[src/rtl/fsm_pkg.sv]
// +----------------------------------------------------------------------+
// | fsm_pkg: shared state encoding and default sizing for one_run_stuffer |
// | Revision: 1.0                                                         |
// +----------------------------------------------------------------------+
`default_nettype none

package fsm_pkg;

  localparam int unsigned c_DATA_W_DEF  = 8;
  localparam int unsigned c_RUN_MAX_DEF = 2;

  typedef enum logic [1:0] {
    ST_IDLE  = 2'd0,
    ST_SHIFT = 2'd1,
    ST_STUFF = 2'd2
  } state_e;

endpackage

`default_nettype wire

[src/rtl/word_hold_buf.sv]
// +----------------------------------------------------------------------+
// | word_hold_buf: one-word holding register with full flag              |
// | Revision: 1.0                                                         |
// +----------------------------------------------------------------------+
`default_nettype none

module word_hold_buf #(
  parameter int unsigned DATA_W = 8
) (
  input  logic              clk,
  input  logic              rst,
  input  logic              load_i,
  input  logic [DATA_W-1:0] data_i,
  input  logic              unload_i,
  output logic [DATA_W-1:0] data_o,
  output logic              full_o
);

  logic [DATA_W-1:0] data_q;
  logic              full_q;

  // A simultaneous load and unload leaves the buffer full with the new word.
  always_ff @(posedge clk or negedge rst) begin
    if (!rst) begin
      data_q <= '0;
      full_q <= 1'b0;
    end else if (load_i) begin
      data_q <= data_i;
      full_q <= 1'b1;
    end else if (unload_i) begin
      full_q <= 1'b0;
    end
  end

  assign data_o = data_q;
  assign full_o = full_q;

endmodule

`default_nettype wire

[src/rtl/one_run_stuffer.sv]
// +----------------------------------------------------------------------+
// | one_run_stuffer: LSB-first serialiser that inserts a 0 after RUN_MAX  |
// | consecutive 1s on the line.  Revision: 1.0                            |
// +----------------------------------------------------------------------+
`default_nettype none

module one_run_stuffer
  import fsm_pkg::*;
#(
  parameter int unsigned DATA_W  = c_DATA_W_DEF,
  parameter int unsigned RUN_MAX = c_RUN_MAX_DEF
) (
  input  logic              clk,
  input  logic              rst,
  input  logic [DATA_W-1:0] in_data,
  input  logic              in_valid,
  output logic              in_ready,
  output logic              bit_out,
  output logic              bit_valid,
  output logic              stuffed,
  output logic              word_done,
  output logic              busy
);

  localparam int unsigned c_CNT_W = $clog2(DATA_W + 1);
  localparam logic [c_CNT_W-1:0] c_WORD_BITS = c_CNT_W'(DATA_W);
  localparam logic [2:0]         c_RUN_LIM   = 3'(RUN_MAX);

  state_e              state_q, state_d;
  logic [DATA_W-1:0]   sh_q, sh_d;
  logic [c_CNT_W-1:0]  left_q, left_d;
  logic [2:0]          run_q, run_d;
  logic                bit_q, bit_d;
  logic                bv_q, bv_d;
  logic                stf_q, stf_d;
  logic                wd_q, wd_d;

  logic                w_hold_full;
  logic [DATA_W-1:0]   w_hold_data;
  logic                w_unload;
  logic                w_load_sh;
  logic [2:0]          w_run_inc;

  assign in_ready = ~w_hold_full;

  word_hold_buf #(.DATA_W(DATA_W)) u_hold (
    .clk      (clk),
    .rst      (rst),
    .load_i   (in_valid & ~w_hold_full),
    .data_i   (in_data),
    .unload_i (w_unload),
    .data_o   (w_hold_data),
    .full_o   (w_hold_full)
  );

  always_ff @(posedge clk or negedge rst) begin
    if (!rst) begin
      state_q <= ST_IDLE;
      sh_q    <= '0;
      left_q  <= '0;
      run_q   <= '0;
      bit_q   <= 1'b0;
      bv_q    <= 1'b0;
      stf_q   <= 1'b0;
      wd_q    <= 1'b0;
    end else begin
      state_q <= state_d;
      sh_q    <= sh_d;
      left_q  <= left_d;
      run_q   <= run_d;
      bit_q   <= bit_d;
      bv_q    <= bv_d;
      stf_q   <= stf_d;
      wd_q    <= wd_d;
    end
  end

  // The state names the bit being registered onto the line at the next edge.
  always_comb begin
    state_d   = state_q;
    sh_d      = sh_q;
    left_d    = left_q;
    run_d     = run_q;
    bit_d     = 1'b0;
    bv_d      = 1'b0;
    stf_d     = 1'b0;
    wd_d      = 1'b0;
    w_load_sh = 1'b0;
    w_run_inc = run_q + 3'd1;

    case (state_q)
      ST_IDLE: begin
        run_d = '0;
        if (w_hold_full) begin
          w_load_sh = 1'b1;
          state_d   = ST_SHIFT;
        end
      end
      ST_SHIFT: begin
        bit_d  = sh_q[0];
        bv_d   = 1'b1;
        wd_d   = (left_q == c_CNT_W'(1));
        sh_d   = sh_q >> 1;
        left_d = left_q - c_CNT_W'(1);
        run_d  = sh_q[0] ? w_run_inc : 3'd0;
        // A due stuff takes priority over chaining into the next word.
        if (sh_q[0] && (w_run_inc == c_RUN_LIM)) begin
          state_d = ST_STUFF;
        end else if (wd_d) begin
          if (w_hold_full) w_load_sh = 1'b1;
          else             state_d   = ST_IDLE;
        end
      end
      ST_STUFF: begin
        bv_d  = 1'b1;
        stf_d = 1'b1;
        run_d = '0;
        if (left_q != '0) begin
          state_d = ST_SHIFT;
        end else if (w_hold_full) begin
          w_load_sh = 1'b1;
          state_d   = ST_SHIFT;
        end else begin
          state_d = ST_IDLE;
        end
      end
      default: state_d = ST_IDLE;
    endcase

    if (w_load_sh) begin
      sh_d   = w_hold_data;
      left_d = c_WORD_BITS;
    end
  end

  assign w_unload  = w_load_sh;
  assign bit_out   = bit_q;
  assign bit_valid = bv_q;
  assign stuffed   = stf_q;
  assign word_done = wd_q;
  assign busy      = (state_q != ST_IDLE) | w_hold_full;

endmodule

`default_nettype wire

[config.mk]
export PLATFORM = sky130hd
export DESIGN_NAME = one_run_stuffer
export DESIGN_NICKNAME = d
export VERILOG_FILES = /design/src/rtl/fsm_pkg.sv /design/src/rtl/word_hold_buf.sv /design/src/rtl/one_run_stuffer.sv
export SDC_FILE = /design/constraint.sdc
export NUM_CORES = 1
export LEC_CHECK = 0
export BUFFER_PORTS_ARGS = -buffer_cell sky130_fd_sc_hd__buf_2
export CAP_MARGIN = 20
export CORE_ASPECT_RATIO = 2
export CORE_MARGIN = 2
export CORE_UTILIZATION = 45
export CTS_CLUSTER_DIAMETER = 80
export DETAILED_ROUTE_END_ITERATION = 10
export MAX_ROUTING_LAYER = met4
export SLEW_MARGIN = 0
export SYNTH_ARGS = -nofsm -noshare
export SYNTH_HDL_FRONTEND = slang
export SYNTH_SLANG_ARGS = --single-unit
export TNS_END_PERCENT = 5
[constraint.sdc]
create_clock -name clk -period 4.55 [get_ports clk]
set_clock_uncertainty 0.1 [all_clocks]
set_input_delay 0.2275 -clock clk [delete_from_list [all_inputs] [get_ports clk]]
set_output_delay 0.2275 -clock clk [all_outputs]
set_load 0.02 [all_outputs]
Word-level counts from Yosys, hierarchy flattened
Cells that the tools add are included.
{"block": "totals", "mem_count": 0, "latch_bits": 0, "in_bits": 11, "wordCells": 56, "output_inout_bits": 6, "ram_bits": 0, "mem_bits_ro": 0, "ff_bits": 30}
{"block": "op_classes", "n_eq_ne": 7, "multipliers": 0, "shifts": 0, "add_sub_neg": 2, "reduce_logical": 10, "div": 0, "bitwise_logic": 3, "order_cmp": 0, "muxes": 24}
{"operator": "8-bit two-way mux", "n": 2}
{"operator": "1-bit two-way mux", "n": 12}
{"operator": "2-bit two-way mux", "n": 4}
{"operator": "4-bit two-way mux", "n": 2}
{"operator": "2-bit nonzero test", "n": 4}
{"operator": "3-bit != test, second input constant", "n": 2}
{"operator": "2-bit case mux with 3 select lines", "n": 1}
{"operator": "3-bit case mux with 2 select lines", "n": 1}
{"operator": "4-bit by 1-bit equality test with 1-bit output, second input constant", "n": 1}
{"operator": "4-bit nonzero test", "n": 1}
{"operator": "2-bit OR reduction", "n": 2}
{"operator": "4-bit by 1-bit subtractor with 4-bit output, second input constant", "n": 1}
{"operator": "3-bit by 1-bit adder with 3-bit output, second input constant", "n": 1}
{"operator": "3-bit by 2-bit equality test with 1-bit output, second input constant", "n": 1}
{"operator": "3-bit two-way mux", "n": 1}
{"operator": "1-bit case mux with 3 select lines", "n": 1}
{"operator": "3-bit AND reduction", "n": 1}
{"operator": "2-bit by 1-bit equality test with 1-bit output, second input constant", "n": 1}
{"operator": "2-bit equality test, second input constant", "n": 1}
{"operator": "2-bit zero test", "n": 1}
{"operator": "2-bit by 1-bit != test with 1-bit output, second input constant", "n": 1}
{"operator": "1-bit AND", "n": 1}
{"operator": "1-bit logical AND", "n": 1}
{"operator": "1-bit inverter", "n": 1}
{"operator": "1-bit OR", "n": 1}

Logic depth before layout (Yosys ltp)
Gate-level depths: netlist of the first run.
{"block": "depth", "depth_word": 7, "mapped_depth": 7, "depth_no_buf": 6}

Modules after synthesis
A second synthesis of the first run with hierarchy kept.
{"block": "hier_totals", "cells_unflattened": 119, "area_unflattened_um2": 1521.5}
{"module": "one_run_stuffer", "cells_each": 99, "instances": 1, "seq_area_each_um2": 525.5, "area_each_um2": 1152.4}
{"module": "word_hold_buf", "cells_each": 20, "instances": 1, "seq_area_each_um2": 225.2, "area_each_um2": 369.1}

Worst setup path after synthesis of the first run
No wires, ideal clock.
{"block": "synth_timing", "path_type": "register -> register", "startpoint": "register state_q[0]", "endpoint": "register sh_q[1]", "setup_time_ns": 0.125, "arrival_time_ns": 1.656, "required_time_ns": 4.325, "path_stages_with_launch": 8, "path_buffers": 1, "slack_ns": 2.669, "period_less_slack_ns": 1.881, "cell_sequence": "dfrtp_1 inv_1 ha_1 nor4bb_1 o21a_1 o21bai_4 buf_6 mux2_4"}
{"block": "synth_via", "elab_chain_cells": 3, "elab_cells_between_ends": 6, "classes_between": "2 x eq/ne; 2 x mux; 2 x reduce/logical"}
{"element": "start: declaration", "line": "one_run_stuffer.sv:29", "rtl": "state_e state_q, state_d;"}
{"element": "start signal: assignment", "line": "one_run_stuffer.sv:67", "rtl": "state_q <= state_d;"}
{"element": "2-bit equality test (tied with other cells)", "line": "one_run_stuffer.sv:91", "rtl": "case (state_q)"}
{"element": "1-bit case mux with 3 select lines", "line": "one_run_stuffer.sv:91"}
{"element": "8-bit two-way mux or 2-bit nonzero test (tied branches)"}
{"element": "end signal: assignment", "line": "one_run_stuffer.sv:59", "rtl": "sh_q <= '0;"}
{"element": "end signal: assignment", "line": "one_run_stuffer.sv:68", "rtl": "sh_q <= sh_d;"}
{"element": "end: declaration", "line": "one_run_stuffer.sv:30", "rtl": "logic [DATA_W-1:0] sh_q, sh_d;"}
Several ways; a longest one is shown, not always the timed one.
A chain may end at the register's enable or synchronous reset.

Worst setup path in the final report of the first run
{"block": "layout_timing", "startpoint": "register state_q[1]", "endpoint": "register sh_q[0]"}
The elaborated chain is that of the path after synthesis.

==> results of run 1 <==
-- metal layers --
layer  share of wire  up-vias  wire length, µm  track usage
met5               0        -                0            -
met4           0.038        0               87       0.1157
met3           0.042        9               95      0.04894
met2            0.55       23             1246       0.2393
met1            0.37      415              843       0.1674
li1                -      436                -            -
-- sequential cells by signal, indices dropped and copies added, names as in the netlist --
signal	flops
state_q	2
run_q	3
word_done	1
u_hold.full_o	1
left_q	4
stuffed	1
bit_valid	1
sh_q	8
bit_out	1
u_hold.data_o	8
-- logic make-up (layout without fill, tap and decap cells) --
logic type | Yosys count | count (layout) | share of synthesized area
XOR/XNOR | 3 | 3 | 0.01788
buffers and inverters | 12 | 31 | 0.03745
AO/OA/AOI/OAI | 15 | 15 | 0.07914
AND/OR/NAND/NOR | 26 | 26 | 0.09787
multiplexers | 23 | 23 | 0.1889
flip-flops | 30 | 30 | 0.5106
adder cells (fa/ha/maj) | 8 | 8 | 0.06809
-- synthesized netlist by cell type (all sizes together) --
cell type and count:
a21bo 1, nand2b 1, a21oi 3, o31ai 1
nor4bb 1, buf 3, a21o 2, clkbuf 2
nand3 1, ha 8, o21bai 1, o21ai 2
xnor2 1, or4b 1, mux2 23, o21a 1
a211oi 2, o211ai 1, nor4b 1, nor3 2
nor3b 2, xor2 2, a32o 1, dfrtp 30
inv 7, nor2 7, and2 2, nor2b 2
nand2 6
-- cell type report --
cell class / instances / area (µm²)
well taps: 31 / 38.79
flip-flops and latches: 30 / 750.7
fillers: 294 / 1510
multi-input cells: 75 / 664.4
repair buffers: 17 / 90.09
inverters: 7 / 26.28
clock buffers: 7 / 76.32
-- report_power, final --
group | total (µW) | leakage [µW] | switching (µW) | internal, µW
sequential | 465 | 0.000369 | 74.4 | 391
combinational | 567 | 0.000377 | 255 | 312
clock | 194 | 0.0000383 | 89.4 | 105
-- final timing paths --
kind	end	slack [ns]
max	sh_q[0]$_DFFE_PN0P_	2.26
max in group asynchronous	u_hold.data_o[5]$_DFFE_PN0P_	3.50
min reg2reg	sh_q[7]$_DFFE_PN0P_	0.39
min	u_hold.data_o[1]$_DFFE_PN0P_	0.08
max reg2reg	sh_q[0]$_DFFE_PN0P_	2.26
min in group asynchronous	word_done$_DFF_PN0_	0.42
-- cells in the final DEF, fill, tap and decap left out, types with 2 or more instances in the layout --
cell type / instances
and2_1: 2
buf_2: 16
a21oi_1: 3
clkbuf_1: 2
ha_1: 8
a211oi_1: 2
nor2b_1: 2
dfrtp_1: 30
clkbuf_8: 5
nor3_1: 2
nand2_1: 6
mux2_4: 5
inv_1: 7
xor2_1: 2
a21o_1: 2
mux2_2: 17
nor2_1: 7
-- what timing repair did --
| action | in CTS | in global routing |
|---|---|---|
| hold buffers | 1 | 0 |
| endpoints found under the hold margin | 30 | 0 |
| setup endpoints to repair | 0 | 0 |
-- stage by stage --
| stage | power (µW) | utilization |
|---|---|---|
| floorplan | 941.6 | - |
| global placement | 1029 | 0.4943 |
| detailed placement | 1047 | 0.4943 |
| CTS | 1247 | 0.5216 |
| global route | 1331 | 0.5216 |
| finish | 1226 | 0.5216 |
-- critical path, delay by kind of cell, from the launching register on --
| family | cells | cell delay, ns |
|---|---|---|
| buffers and inverters | 1 | 0.09 |
| AND/OR/NAND/NOR | 1 | 0.23 |
| flip-flops | 1 | 0.41 |
| AO/OA/AOI/OAI | 1 | 0.38 |
| multiplexers | 1 | 0.38 |
| adder cells (fa/ha/maj) | 1 | 0.57 |
==> run metrics, run 1 <==
fin area 1647 µm²; Synth area leader dfrtp_1; Hold WS 0.07963 ns; Clock Sinks 30; IO Port Bufs 16; Yosys top cell area share 0.5106; Max-Cap Viols 0; vias in the first global route 932; aggregate global routing overflow 0; DRT Pass-1 Iters 2; unrepaired setup endpoints after global routing false; Synth Instances 117; R2R cell count 5; register area share after synthesis 0.5106; Slew @ Worst Pin 0.6871 ns; Placed Instances 159; CP max-delay cell ha_1; chip height 84.83 µm; Crit Reg-Reg Startpoint state_q[1]$_DFFE_PN0P_; count of cell types in the netlist 34; Cell Pwr Density 744.7 nW/µm²; Net count, final 155; Worst Path Arrival 2.35 ns; Clock Tree Buf Depth 2; Slew HR 0.5410; # Post-CTS Setup Buffers 0; io pins 17; root buffer cell clkbuf_8; Clk pin slew, worst setup/hold paths 0.06 ns; CTS tree done; Worst VDD drop 0.3862 mV; Area Overhead vs Synth 12.00%; Vias/cell 5.287; crit path max fanout 19; Setup crit end kind flip-flop; CTS buffer count 5; vias 883; post-synthesis instance area 1470 µm²; Initial Utilization 0.4657; largest net degree at the start of global routing 31; WL/cell 13.61 µm; Final ANT Viol Nets 0; Hold WC Path Type in -> reg; synthesized area per cell 12.57 µm²; CORE AREA 3157 µm²; Worst Setup Start Kind flip-flop; GP Congestion 0.7621; GRT Util Overall 0.1584; HPWL after detailed placement 1659 µm; Synth area leaders dfrtp_1, mux2_2, ha_1, mux2_4, inv_1; Hold Violations, Final 0; DIE WIDTH 44.42 µm; WL final 2273 µm; share of cells above drive strength 1 0.3382; post-place setup slack 2.250 ns; final setup vio count 0; Iteration-0 DRC Markers 12; DRC 0; P_leak 0.0007835 µW; H-tree Lvls 2; worst hold path stage count 2; Worst-Skew Late Latency 0.28 ns; post-synthesis register bit count 30; CP Cell Sequence inv_1 > ha_1 > nand3_1 > o21bai_4 > mux2_2; fin crit share 0.5023; outcome finished clean; placed inst area 1560 µm²; final worst slack 2.265 ns; Worst path max stage delay 0.57 ns; TNS Setup 0 ns; initial antenna violation count 0; hold_sp in_data[1]; fmax 437.6 MHz; Setup CP Type reg -> reg; synth warn 0; num rows 29; fin crit period 2.285 ns; global-route wire length before repair 4146 µm; post-CTS sizing 0; Syn Nets 136; Slew Viols, Final 0; die area 3768 µm²; Diodes inserted 0; Worst EP required 4.61 ns; worst setup path startpoint state_q[1]$_DFFE_PN0P_; post-route insts no fill 167
(Power assumes the default switching activity.)
==> run 2: changes to the inputs <==
ABC_AREA = 1   (was unset)
PLACE_DENSITY = 0.66   (was unset)
clock period = 1.9 ns   (was 4.55 ns; I/O delays follow)
==> run 2 against run 1 <==
  * Critical path depth increased by 4
  * Total power increased to 2.5 times the previous value
  * Clock-buffer cell count unchanged
  * Sequential cell count unchanged
  * Utilization increased by 3.9 points
  * Final cell count increased by 43%
  * Largest cell class unchanged
  * Global-route usage increased by 4.4 points
  * Highest routed layer unchanged
  * Critical path type unchanged
==> run metrics, run 2 <==
Area Overhead vs Synth 19.37%; chip height 85.62 µm (+0.93%); Setup crit end kind flip-flop; Synth Flop Type dfrtp_1; Worst Path Arrival 1.75 ns (-0.60 ns); fin crit period 1.686 ns (-0.5994 ns); most frequent cell after synthesis nand2_1; Net count, final 226 (+46%); fin area 1789 µm² (+8.7%); leading post-synthesis cells by instance count nand2_1, dfrtp_1, inv_1, nand3_1, nor2_1; Clock Sinks 30 (unchanged); Multi-input gate area 615.6 µm² (-7.3%); fraction of registers with async set/reset 1.000 (unchanged); Initial Utilization 0.4694 (+0.003721); num rows 29 (unchanged); HPWL after detailed placement 2169 µm (+31%); Vias/cell 5.100 (-3.5%); WL/cell 12.85 µm (-5.6%); die area 3837 µm² (+1.8%); largest net degree at the start of global routing 31 (unchanged); Diodes inserted 0 (unchanged); Slew @ Worst Pin 0.6650 ns (-0.02210 ns); Synth Instances 177 (+51%); io pins 17 (unchanged); Worst EP required 1.97 ns (-2.64 ns); initial antenna violation count 0 (unchanged); number of synthesized flops with an enable pin 0 (unchanged); Max-Cap Viols 0 (unchanged); CTS buffer count 5 (unchanged); H-tree Lvls 2 (unchanged); Syn Nets 196 (+44%); CP max-delay cell dfrtp_1; post-synthesis instance area 1499 µm² (+2.0%); Cell Pwr Density 1732 nW/µm² (+130%); Setup CP Type reg -> reg; synthesized area per cell 8.469 µm² (-33%); Slew Viols, Final 0 (unchanged); final setup vio count 0 (unchanged); Worst VDD drop 0.9942 mV (+160%); Hold Violations, Final 0 (unchanged); Hold WS 0.2759 ns (+0.1962 ns); Synth area leaders dfrtp_1, nand2_1, nand3_1, ha_1, inv_1; share of cells above drive strength 1 0.1683 (-0.1700); crit path max fanout 20 (+1); Worst-Skew Late Latency 0.28 ns (about the same); CTS Hold Bufs 10 (+9); unrepaired setup endpoints after global routing false; DRT Pass-1 Iters 4 (+2); WL final 3070 µm (+35%); Worst Setup Start Kind flip-flop; global-route wire length before repair 5478 µm (+32%); post-synthesis register bit count 30 (unchanged); root buffer cell clkbuf_8; R2R cell count 9 (+4); area occupied by registers 750.7 µm² (unchanged); most common cell after layout, fill and taps aside nand2_1; fin util 0.5603 (+0.03874); vias in the first global route 1254 (+35%); DIE WIDTH 44.81 µm (+0.89%); placed inst area 1598 µm² (+2.4%); TNS Setup 0 ns (unchanged); Clk pin slew, worst setup/hold paths 0.07 ns (about the same); Placed Instances 221 (+39%); CORE AREA 3193 µm² (+1.1%); Iteration-0 DRC Markers 17 (+5); Hold WC Path Type in -> async; most used cell, CP nand2_1; fin crit share 0.8873 (+0.3851); post-route insts no fill 239 (+43%); synth warn 0 (unchanged); CP Cell Sequence ha_1 > nand2_1 > nand3_1 > nand2_2 > nand2_4 > nand2_4 > nand2_1 > nand2_1 > nand2_1; Yosys top cell area share 0.5008 (-0.009804); fillers 283 (-3.7%); vias 1219 (+38%); GRT Util Overall 0.2021 (+0.04374); post-CTS sizing 0 (unchanged); GP Congestion 0.9107 (+19%); most frequent cells in the layout nand2_1, dfrtp_1, inv_1, nand3_1, buf_2; DRC 0 (unchanged); CTS tree done; Synth area leader dfrtp_1; P_leak 0.0009509 µW (+21%); Clock Tree Buf Depth 2 (unchanged); IO Port Bufs 16 (unchanged); outcome finished clean; aggregate global routing overflow 0 (unchanged); Final ANT Viol Nets 0 (unchanged); Worst path max stage delay 0.41 ns (-0.16 ns); # Post-CTS Setup Buffers 0 (unchanged); Slew HR 0.5567 (+0.01568); count of cell types in the netlist 21 (-38%); fmax 593.1 MHz (+36%); register area share after synthesis 0.5008 (-0.009804)
==> run 2: critical path: cells and delay by family, from the launching register on <==
| family | cells | cell delay, ns |
|---|---|---|
| fa+ha+maj | 1 | 0.22 |
| simple gates | 8 | 0.82 |
| flops | 1 | 0.41 |
==> run 2: kinds of logic (layout without fill, tap and decap cells) <==
kind of cell / count (synthesis) / count (layout) / synth area share
AOI/OAI and AO/OA: 16 / 16 / 0.06010
xor gates and xnor gates: 1 / 1 / 0.005844
adders and majority gates: 8 / 8 / 0.06678
buffers and inverters: 30 / 61 / 0.08848
DFF: 30 / 30 / 0.5008
muxes: 1 / 1 / 0.007512
and+or+nand+nor: 91 / 91 / 0.2704
==> run 2: where the power goes <==
part | leakage, µW | internal (µW) | switching, µW
registers | 0.000362 | 928 | 154
logic | 0.000541 | 532 | 962
clock network | 0.0000482 | 291 | 232
total | 0.000951 | 1750 | 1350
==> run 2: area by class of cell <==
class | count | share of cell area
repair buffers | 29 | 0.1133
clock inverters | 1 | 0.002797
clock buffers | 7 | 0.04825
multi-input cells | 117 | 0.3441
flip-flops and latches | 30 | 0.4196
well taps | 31 | 0.02168
inverters | 24 | 0.05035
==> run 2: metrics by stage <==
stage	setup slack [ns]	total power (µW)
6_report	0.2141	3100
5_1_grt	0.03308	3429
4_1_cts	0.2006	3126
3_5_place_dp	0.2290	2576
3_3_place_gp	0.2610	2510
2_1_floorplan	0.3333	2246
==> run 2: routing by layer <==
layer,vias to the layer above,track usage,part of all wire
met5,-,-,0
met4,0,0.1150,0.030
met3,9,0.04000,0.036
met2,28,0.3386,0.54
met1,569,0.2105,0.39
li1,613,-,-
==> run 2: final timing paths <==
kind	start	end	slack, ns
worst min register to register	u_hold.data_o[7]$_DFFE_PN0P_	sh_q[7]$_DFFE_PN0P_	0.41
max in group asynchronous	rst	sh_q[2]$_DFFE_PN0P_	0.98
worst max register to register	run_q[0]$_DFFE_PN0P_	sh_q[2]$_DFFE_PN0P_	0.21
min in group clk	u_hold.data_o[7]$_DFFE_PN0P_	sh_q[7]$_DFFE_PN0P_	0.41
worst min-delay path	rst	word_done$_DFF_PN0_	0.28
worst max-delay path	run_q[0]$_DFFE_PN0P_	sh_q[2]$_DFFE_PN0P_	0.21
